## config.mk

```make
export PLATFORM = sky130hd
export DESIGN_NAME = intdiv_seq_ctrl
export DESIGN_NICKNAME = d
export VERILOG_FILES = /design/src/rtl/intdiv_pkg.sv /design/src/rtl/intdiv_intdiv.sv /design/src/rtl/intdiv_seq_ctrl.sv
export SDC_FILE = /design/constraint.sdc
export NUM_CORES = 1
export LEC_CHECK = 0
export CORE_MARGIN = 2
export CORE_UTILIZATION = 58
export CTS_CLUSTER_DIAMETER = 60
export DETAILED_ROUTE_END_ITERATION = 12
export GPL_ROUTABILITY_DRIVEN = 0
export PLACE_DENSITY_LB_ADDON = 0.3
export SLEW_MARGIN = 20
export SYNTH_ARGS = -nofsm -noshare
export SYNTH_HDL_FRONTEND = slang
export SYNTH_SLANG_ARGS = --single-unit
```

## constraint.sdc

```tcl
create_clock -name clk -period 12.25 [get_ports clk]
set_input_delay 2.45 -clock clk [delete_from_list [all_inputs] [get_ports clk]]
set_output_delay 2.45 -clock clk [all_outputs]
set_load 0.02 [all_outputs]
```

## src/rtl/intdiv_pkg.sv

```systemverilog
// Shared constants and state encoding for the sequenced integer divider.
package intdiv_pkg;

  typedef enum logic [1:0] {
    IDLE = 2'd0,
    CALC = 2'd1,
    DONE = 2'd2
  } state_t;

  localparam int SETTLE_DEF = 2;
  localparam int CNT_W      = 4;

endpackage

```

## src/rtl/intdiv_intdiv.sv

```systemverilog
// Combinational signed array divider: restoring division on magnitudes,
// quotient truncated toward zero, remainder takes the dividend's sign.
module intdiv_intdiv #(
  parameter int N = 5
) (
  input  logic [N-1:0] x,
  input  logic [N-1:0] y,
  output logic [N-1:0] z,
  output logic [N-1:0] r
);

  logic [N-1:0] ax;
  logic [N-1:0] ay;
  logic [N-1:0] q;
  logic [N:0]   rem;

  always_comb begin
    // magnitude of -2^(N-1) is 2^(N-1), which still fits N unsigned bits
    ax  = x[N-1] ? ({N{1'b0}} - x) : x;
    ay  = y[N-1] ? ({N{1'b0}} - y) : y;
    q   = '0;
    rem = '0;
    for (int i = N - 1; i >= 0; i--) begin
      rem = {rem[N-1:0], ax[i]};
      if (rem >= {1'b0, ay}) begin
        rem  = rem - {1'b0, ay};
        q[i] = 1'b1;
      end
    end
    z = (x[N-1] ^ y[N-1]) ? ({N{1'b0}} - q) : q;
    r = x[N-1] ? ({N{1'b0}} - rem[N-1:0]) : rem[N-1:0];
  end

endmodule

```

## src/rtl/intdiv_seq_ctrl.sv

```systemverilog
// Handshaked sequencer around intdiv_intdiv with a multicycle settle window.
// Optional handshake statistics counters: define INTDIV_SEQ_CTRL_STATS_EN.
//
// state | meaning
// IDLE  | ready for an operand pair
// CALC  | array settling, counting down
// DONE  | result presented, waiting for out_ready
module intdiv_seq_ctrl
  import intdiv_pkg::*;
#(
  parameter int N      = 5,
  parameter int SETTLE = SETTLE_DEF
) (
  input  logic         clk,
  input  logic         rst,
  input  logic         in_valid,
  output logic         in_ready,
  input  logic [N-1:0] x,
  input  logic [N-1:0] y,
  output logic         out_valid,
  input  logic         out_ready,
  output logic [N-1:0] z,
  output logic [N-1:0] r,
  output logic         dz,
  output logic         ovf
`ifdef INTDIV_SEQ_CTRL_STATS_EN
  ,
  output logic [15:0]  op_cnt,
  output logic [15:0]  dz_cnt,
  output logic [15:0]  ovf_cnt
`endif
);

  localparam logic [N-1:0] MOST_NEG = {1'b1, {(N-1){1'b0}}};

  state_t           state_q, state_d;
  logic [CNT_W-1:0] cnt_q, cnt_d;
  logic [N-1:0]     xa_q, xa_d, ya_q, ya_d;
  logic [N-1:0]     z_q, z_d, r_q, r_d;
  logic             dz_q, dz_d, ovf_q, ovf_d;
  logic [N-1:0]     az, ar;

  intdiv_intdiv #(.N(N)) u_array (
    .x (xa_q),
    .y (ya_q),
    .z (az),
    .r (ar)
  );

  always_comb begin
    state_d = state_q;
    cnt_d   = cnt_q;
    xa_d    = xa_q;
    ya_d    = ya_q;
    z_d     = z_q;
    r_d     = r_q;
    dz_d    = dz_q;
    ovf_d   = ovf_q;
    case (state_q)
      IDLE: begin
        if (in_valid) begin
          xa_d = x;
          ya_d = y;
          if (y == '0) begin
            z_d     = '1;
            r_d     = x;
            dz_d    = 1'b1;
            ovf_d   = 1'b0;
            state_d = DONE;
          end else if (x == MOST_NEG && y == '1) begin
            z_d     = x;
            r_d     = '0;
            dz_d    = 1'b0;
            ovf_d   = 1'b1;
            state_d = DONE;
          end else begin
            cnt_d   = CNT_W'(SETTLE - 1);
            dz_d    = 1'b0;
            ovf_d   = 1'b0;
            state_d = CALC;
          end
        end
      end
      CALC: begin
        if (cnt_q != '0) begin
          cnt_d = cnt_q - CNT_W'(1);
        end else begin
          z_d     = az;
          r_d     = ar;
          state_d = DONE;
        end
      end
      DONE: begin
        if (out_ready) state_d = IDLE;
      end
      default: state_d = IDLE;
    endcase
  end

  always_ff @(posedge clk) begin
    if (rst) begin
      state_q <= IDLE;
      cnt_q   <= '0;
      xa_q    <= '0;
      ya_q    <= '0;
      z_q     <= '0;
      r_q     <= '0;
      dz_q    <= 1'b0;
      ovf_q   <= 1'b0;
    end else begin
      state_q <= state_d;
      cnt_q   <= cnt_d;
      xa_q    <= xa_d;
      ya_q    <= ya_d;
      z_q     <= z_d;
      r_q     <= r_d;
      dz_q    <= dz_d;
      ovf_q   <= ovf_d;
    end
  end

  assign in_ready  = (state_q == IDLE);
  assign out_valid = (state_q == DONE);
  assign z         = z_q;
  assign r         = r_q;
  assign dz        = dz_q;
  assign ovf       = ovf_q;

`ifdef INTDIV_SEQ_CTRL_STATS_EN
  always_ff @(posedge clk) begin
    if (rst) begin
      op_cnt  <= '0;
      dz_cnt  <= '0;
      ovf_cnt <= '0;
    end else if (state_q == DONE && out_ready) begin
      op_cnt <= op_cnt + 16'd1;
      if (dz_q)  dz_cnt  <= dz_cnt + 16'd1;
      if (ovf_q) ovf_cnt <= ovf_cnt + 16'd1;
    end
  end
`endif

endmodule

```

# Yosys cells after proc, flatten, opt, wreduce, memory -nomap -nowiden
# Cells that the tools add are included.
# totals
in_bits	14
ff_bits	28
word_cells	82
out_inout_bits	14
# classes
n_reduce_logical	9
add_sub_neg	10
eq_ne	11
bitwise	1
mux	38
magnitude_cmp	5
# ops
cell	count
two-way mux 5 bit	17
>= comparator 6 x 5 -> 1 bit	4
one-hot mux 5 bit (2 select lines)	2
subtractor 1 x 5 -> 5 bit (first input constant)	4
subtractor 5 bit	4
two-way mux 4 bit	4
== test 5 bit (second input constant)	2
two-way mux 2 bit	5
inequality test 2 bit (second input constant)	5
two-way mux 1 bit	8
one-hot mux 4 bit (2 select lines)	1
one-hot mux 2 bit (3 select lines)	1
>= comparator 1 x 5 -> 1 bit	1
zero test 5 bit	1
AND reduction 5 bit	1
subtractor 1 x 5 -> 5 bit	1
AND reduction 4 bit	1
nonzero test 4 bit	1
subtractor 4 x 1 -> 4 bit (second input constant)	1
inequality test 3 x 1 -> 1 bit (second input constant)	1
AND reduction 3 bit	1
== test 2 x 1 -> 1 bit (second input constant)	1
== test 2 bit (second input constant)	1
zero test 2 bit	1
other kinds (5)	5

# Longest topological paths before layout
# Gate-level depths: netlist (run 1).
# depth
ltp_word	16
ltp_mapped	42
ltp_nobuf	40

# Cells and area by module
# From an unflattened synthesis (run 1), not the netlist that was laid out.
# unflattened
hier_cells	348
area_unflattened_um2	3031.7
# modules_own_cells
module	area_each_um2	seq_area_each_um2	instances	cells_per_inst
intdiv_intdiv	1550.2	0.0	1	190
intdiv_seq_ctrl	1481.4	560.5	1	158

# Worst setup path before layout (run 1)
# No wires, ideal clock.
# synth_timing
kind	register -> register
start	register ya_q[0]
end	register r_q[3] (netlist: r[3])
path_slack_ns	2.897
n_path_buf	2
arrival_time_ns	9.291
t_required_ns	12.188
path_stages_with_launch	38
synth_period_minus_slack_ns	9.353
cell_sequence	dfxtp_1 inv_1 ha_1 mux2i_1 o21ai_1 or3_1 clkbuf_1 mux2i_1 ha_1 a41oi_2 a31o_2 o41a_1 buf_6 mux2i_1 inv_1 ha_1 a21o_1 a21oi_1 (+2 left out) mux2i_1 fa_1 a21oi_1 o211ai_1 a21oi_1 o41ai_4 a21oi_2 mux2i_1 fa_1 a21o_1 a21oi_1 nand2_1 a21oi_1 o2111ai_2 inv_1 o21ai_0 or4b_1 nand3_1
# synth_via
elab_chain_len	16
elab_cells_between_ends	21
# synth_lines
item	line_no	rtl
start, declared	intdiv_seq_ctrl.sv:38	logic [N-1:0] xa_q, xa_d, ya_q, ya_d;
start signal, assigned	intdiv_seq_ctrl.sv:114	ya_q <= ya_d;
subtractor 1 x 5 -> 5 bit	intdiv_intdiv.sv:20	ay = y[N-1] ? ({N{1'b0}} - y) : y;
two-way mux 5 bit *	intdiv_intdiv.sv:20	
subtractor 1 x 5 -> 5 bit / >= comparator 1 x 5 -> 1 bit (equally long branches)	intdiv_intdiv.sv:26, intdiv_intdiv.sv:25	
two-way mux 5 bit	intdiv_intdiv.sv:25	if (rem >= {1'b0, ay}) begin
subtractor 5 bit / >= comparator 6 x 5 -> 1 bit (equally long branches)	intdiv_intdiv.sv:26, intdiv_intdiv.sv:25	
two-way mux 5 bit	intdiv_intdiv.sv:25	
subtractor 5 bit / >= comparator 6 x 5 -> 1 bit (equally long branches)	intdiv_intdiv.sv:26, intdiv_intdiv.sv:25	
two-way mux 5 bit	intdiv_intdiv.sv:25	
subtractor 5 bit / >= comparator 6 x 5 -> 1 bit (equally long branches)	intdiv_intdiv.sv:26, intdiv_intdiv.sv:25	
two-way mux 5 bit	intdiv_intdiv.sv:25	
>= comparator 6 x 5 -> 1 bit / subtractor 5 bit (equally long branches)	intdiv_intdiv.sv:25, intdiv_intdiv.sv:26	
two-way mux 5 bit *	intdiv_intdiv.sv:25	
subtractor 1 x 5 -> 5 bit	intdiv_intdiv.sv:31	r = x[N-1] ? ({N{1'b0}} - rem[N-1:0]) : rem[N-1:0];
two-way mux 5 bit *	intdiv_intdiv.sv:31	
two-way mux 5 bit *	intdiv_seq_ctrl.sv:85	if (cnt_q != '0) begin
one-hot mux 5 bit (2 select lines) *	intdiv_seq_ctrl.sv:59	case (state_q)
end signal, assigned	intdiv_seq_ctrl.sv:116	r_q <= r_d;
end, declared	intdiv_seq_ctrl.sv:39	logic [N-1:0] z_q, z_d, r_q, r_d;
# Every way passes the cells marked *; elsewhere a longest branch is shown, timed or not. The select of a mux whose other input is x is not followed.
# A chain may end at the register's enable or synchronous reset.

# Final worst setup path (run 1)
# layout_timing
start	register xa_q[4]
end	register z_q[2] (netlist: z[2])
# layout_via
elab_chain_len	16
elab_cells_between_ends	23
# layout_lines
item	line_no	rtl
start, declared	intdiv_seq_ctrl.sv:38	
start signal, assigned	intdiv_seq_ctrl.sv:104	xa_q <= '0;
start signal, assigned	intdiv_seq_ctrl.sv:113	xa_q <= xa_d;
subtractor 1 x 5 -> 5 bit	intdiv_intdiv.sv:19	ax = x[N-1] ? ({N{1'b0}} - x) : x;
two-way mux 5 bit	intdiv_intdiv.sv:19	
subtractor 1 x 5 -> 5 bit / >= comparator 1 x 5 -> 1 bit (equally long branches)	intdiv_intdiv.sv:26, intdiv_intdiv.sv:25	
two-way mux 5 bit	intdiv_intdiv.sv:25	
subtractor 5 bit / >= comparator 6 x 5 -> 1 bit (equally long branches)	intdiv_intdiv.sv:26, intdiv_intdiv.sv:25	
two-way mux 5 bit	intdiv_intdiv.sv:25	
subtractor 5 bit / >= comparator 6 x 5 -> 1 bit (equally long branches)	intdiv_intdiv.sv:26, intdiv_intdiv.sv:25	
two-way mux 5 bit	intdiv_intdiv.sv:25	
subtractor 5 bit / >= comparator 6 x 5 -> 1 bit (equally long branches)	intdiv_intdiv.sv:26, intdiv_intdiv.sv:25	
two-way mux 5 bit	intdiv_intdiv.sv:25	
>= comparator 6 x 5 -> 1 bit	intdiv_intdiv.sv:25	
two-way mux 1 bit	intdiv_intdiv.sv:25	
subtractor 1 x 5 -> 5 bit	intdiv_intdiv.sv:30	z = (x[N-1] ^ y[N-1]) ? ({N{1'b0}} - q) : q;
two-way mux 5 bit *	intdiv_intdiv.sv:30	
two-way mux 5 bit *	intdiv_seq_ctrl.sv:85	
one-hot mux 5 bit (2 select lines) *	intdiv_seq_ctrl.sv:59	
end signal, assigned	intdiv_seq_ctrl.sv:115	z_q <= z_d;
end, declared	intdiv_seq_ctrl.sv:39	
# Marks and branches as above.

==> out/results.txt, run 1 <==
buffers and inverters on the worst path: 4
WS Path Type: register to register
DR iter-0 viols: 204
syn nets: 400
synth cell count leaders: nand2_1, nor2_1, a21oi_1, dfxtp_1, ha_1
register area share after synthesis: 19.9%
Max-Slew Margin vs Limit: 31.2%
row cnt: 25
largest delay contributor family on the critical path: compound AO/OA/AOI/OAI gates
Worst path most repeated cell: a21oi_1
Max clock buf depth: 2
endpoints failing hold: 0
Synth Area in Compound Gates: 21.8%
Worst EP required: 12440 ps
Max Clk Rate: 0.0949 GHz
GR Layer Usage met1: 35.8%
setup total negative slack: 0 ps
global route total overflow: 0
Critical Path Max Stage Delay: 730 ps
Post-synth EDFFs: 0
post-CTS setup buffer count: 0
first-pass GRT wire length: 11500 um
Cells after Synth: 356
ranking of synthesized cells by area: dfxtp_1, ha_1, nand2_1
share of layout cells above drive strength 1: 7.14%
GRT Total Usage: 27.1%
Yosys top cell by area: dfxtp_1
largest family of logic cells by synthesized area: simple AND/OR/NAND/NOR gates
post-synthesis mux area share: 6.12%
fin nets: 423
DR WL/cell: 15.6 um
post-synth cell types: 72
chip width: 73.8 um
pin count of the biggest net entering global routing: 29
Layout Skew: 1.65 ps
most used routing layer: met2
Critical Path Sink Type: register
Setup Viol. Count Final: 0
Resized cells post-CTS: 0
DRT Pass-1 Iters: 5
status: finished, final reports clean
synth warn: 0
synthesis-stage register bit count: 28
xor/xnor share of the synthesized area: 6.21%
Num CTS Buffers: 3
DRC: 0
cell at the slowest stage of the critical path: or4b_2
main flop type after synthesis: dfxtp_1
WL final: 6950 um
unrepaired setup endpoints after global routing: no
Yosys top cell area share: 19.9%
# IOs: 28
port bufs: 27
post-synthesis adder-cell area fraction: 14.4%
Area growth syn-to-layout: 13.1%
DR vias/cell: 6.13
CTS tree: built
vias in the first global route: 2581
Async S/R FF share, synth: 0%
Fillers: 390
Period minus WS final: 10530 ps
synthesized area: 2820 um^2
CTS Hold Bufs: 0
simple-gate share of the synthesized area: 26.1%
clk sinks: 28
reg-to-reg setup timing slack: 1720 ps
CP startpoint kind: register
GR Util met3: 4.25%
height of the die: 73.8 um
latest clock arrival within the worst-skew pair: 280 ps
H-tree depth: 1
maxcap violations: 0
Core ar.: 4720 um^2
worst path arrival time: 10730 ps
clk slew on worst S/H paths: 90 ps
initial antenna violation count: 0
worst hold path class: register to register
count leader, synth: nand2_1
remaining antenna violation count: 0
# diodes: 0
Slew @ Worst Pin: 1030 ps
Detailed Place HPWL: 5470 um
Avg Inst Size Synth: 7.93 um^2
crit path max fanout: 15
Period Utilization, post-route: 86.0%
fin. max-slew vios: 0
root buf cell: clkbuf_8
die area: 5440 um^2
initial core utilization: 59.8%
met2 Usage GRT: 46.0%
via count: 2726
sequential cells by signal, summed over array words and instances, names as in the netlist:
signal	count
cnt_q	4
dz	1
ovf	1
r	5
state_q	2
xa_q	5
ya_q	5
z	5
cells in the final DEF (no fill, tap or decap), types with 5 or more instances in the layout:
master	netlist	final
nor2b_1	7	7
o21ai_0	6	6
clkdlybuf4s50_1	0	27
nand3_1	5	5
nand2_1	45	45
xor2_1	6	6
inv_1	21	21
nand4_1	5	5
xnor2_1	14	14
a211oi_1	6	6
dfxtp_1	28	28
a21oi_1	33	33
nor3_1	11	11
nor2_1	37	37
ha_1	26	26
mux2i_1	15	15
worst min-delay path, delay by kind of cell, from the launching register on:
kind	cells	cell delay, ps
AO/OA/AOI/OAI	1	50
flip-flops	1	320
AND/OR/NAND/NOR	1	50
final timing paths:
check               start   end  cells after the start
setup / recovery  xa_q[4]  z[2]                     38
hold reg to reg       ovf   ovf                      2
setup reg to reg  xa_q[4]  z[2]                     38
hold / removal        ovf   ovf                      2
cell families after synthesis:
kind of cell	count (synthesis)
adders and majority gates	30
AOI/OAI and AO/OA	83
xor gates and xnor gates	20
DFF	28
and+or+nand+nor	145
muxes	17
buffers and inverters	33
final cells by class:
type	count	area [um^2]	area share [%]
inverters	21	78.8	2.47
flip-flops and latches	28	561	17.6
multi-input cells	295	2110	65.9
clock inverters	1	30.0	0.940
repair buffers	30	293	9.17
well taps	67	83.8	2.63
clock buffers	3	41.3	1.29
metrics by stage:
step	cells	util, %	hold WS (ps)	area [um^2]	setup WS (ps)
2_1_floorplan	356	-	456	2820	2900
3_3_place_gp	441	66.1	446	3120	2230
3_5_place_dp	441	66.1	447	3120	1840
4_1_cts	445	67.6	463	3190	1790
5_1_grt	445	67.6	475	3190	834
6_report	445	67.6	465	3190	1720
per-layer routing:
| metal | up-vias | share of wire [%] |
|---|---|---|
| met4 | 0 | 1.3 |
| met3 | 12 | 5.4 |
| met1 | 1283 | 44 |
| met5 | - | 0 |
| li1 | 1333 | - |
| met2 | 98 | 49 |
Power of run 1 is left out: the tool's default activity adds up to more than one toggle a clock period on the data nets, which glitch-free logic cannot reach.
==> inputs of run 2 (changes only) <==
--- a/config.mk
+++ b/config.mk
@@ -5,6 +5,7 @@
 export SDC_FILE = /design/constraint.sdc
 export NUM_CORES = 1
 export LEC_CHECK = 0
+export CORE_ASPECT_RATIO = 1.2
 export CORE_MARGIN = 2
 export CORE_UTILIZATION = 58
 export CTS_CLUSTER_DIAMETER = 60
==> run 2 against run 1 <==
Utilization is 1.1 points higher. Final cell count decreased by 2.0%. Global-route usage grew 1.1 points. Largest cell class unchanged.
==> out/results.txt, run 2 (synthesized netlist as in run 1, its figures left out) <==
status: finished, final reports clean
# IOs: 28
Setup Viol. Count Final: 0
vias in the first global route: 2651
non-filler cells, final: 436
unrepaired setup endpoints after global routing: no
chip width: 67.7 um
first-pass GRT wire length: 11900 um
WHS: 456 ps
port bufs: 27
initial core utilization: 61.0%
Max-Slew Margin vs Limit: 30.4%
Period Utilization, post-route: 90.3%
row cnt: 27
commonest cells after routing, fill and taps aside: nand2_1, nor2_1, a21oi_1
DRT Pass-1 Iters: 4
clk slew on worst S/H paths: 100 ps
buffers and inverters on the worst path: 4
remaining antenna violation count: 0
GRT Total Usage: 28.1%
height of the die: 80.4 um
# diodes: 0
Num CTS Buffers: 3
H-tree depth: 1
WL final: 7160 um
Area growth syn-to-layout: 12.7%
fin nets: 423
cell at the slowest stage of the critical path: a2111oi_2
worst path arrival time: 11280 ps
DR WL/cell: 16.4 um
crit path max fanout: 15
DRC: 0
DR iter-0 viols: 228
Critical Path Sink Type: register
global route total overflow: 0
pin count of the biggest net entering global routing: 29
share of layout cells above drive strength 1: 7.14%
setup total negative slack: 0 ps
latest clock arrival within the worst-skew pair: 280 ps
initial antenna violation count: 0
Max Clk Rate: 0.0904 GHz
WS Path Type: register to register
via count: 2754
maxcap violations: 0
DR vias/cell: 6.32
Worst path most repeated cell: a21oi_1
Core ar.: 4630 um^2
CTS Hold Bufs: 0
commonest non-fill, non-tap cell in the layout: nand2_1
placed instance count: 432
Critical Path Max Stage Delay: 840 ps
Period minus WS final: 11070 ps
fin. max-slew vios: 0
die area: 5440 um^2
Worst EP required: 12470 ps
Slew @ Worst Pin: 1040 ps
CTS tree: built
largest delay contributor family on the critical path: compound AO/OA/AOI/OAI gates
post-CTS setup buffer count: 0
clk sinks: 28
endpoints failing hold: 0
CP startpoint kind: register
worst hold path class: register to register
root buf cell: clkbuf_8
Detailed Place HPWL: 5610 um
Resized cells post-CTS: 0
Layout Skew: 8.87 ps
Max clock buf depth: 2
## run 2: cell counts in the layout (fill, tap and decap cells not counted)
No cell type changed its count.
## run 2: through the flow
| stage | worst slack (ps) | utilization [%] | area (um^2) |
|---|---|---|---|
| floorplan | 2900 | - | 2820 |
| global placement | 1740 | 67.2 | 3110 |
| detailed placement | 1410 | 67.2 | 3110 |
| CTS | 1310 | 68.7 | 3180 |
| global route | 265 | 68.7 | 3180 |
| finish | 1180 | 68.7 | 3180 |
## run 2: final cells by class
class,count,area [um^2]
multi-input cells,295,2110
fillers,386,1450
flip-flops and latches,28,561
repair buffers,30,293
inverters,21,78.8
well taps,58,72.6
clock buffers,3,41.3
clock inverters,1,30.0
## run 2: worst min-delay path: cells and delay by family, from the launching register on
family,cells,cell delay (ps)
flip-flops,1,320
AO/OA/AOI/OAI,1,50
AND/OR/NAND/NOR,1,50
## run 2: per-layer routing
metal  up-vias  wire length (um)  global-route usage [%]
met5         -                 0                       0
li1       1333                 -                       -
met4         0               243                    12.7
met3        26               313                    2.52
met1      1281              3060                    32.8
met2       114              3540                    50.6
## run 2: final timing paths
check | from | end | slack, ps | depth (start not counted)
setup / recovery | xa_q[4] | r[3] | 1180 | 36
setup reg to reg | xa_q[4] | r[3] | 1180 | 36
hold reg to reg | ovf | ovf | 460 | 2
hold / removal | ovf | ovf | 460 | 2
Power of run 2 is left out for the same reason.
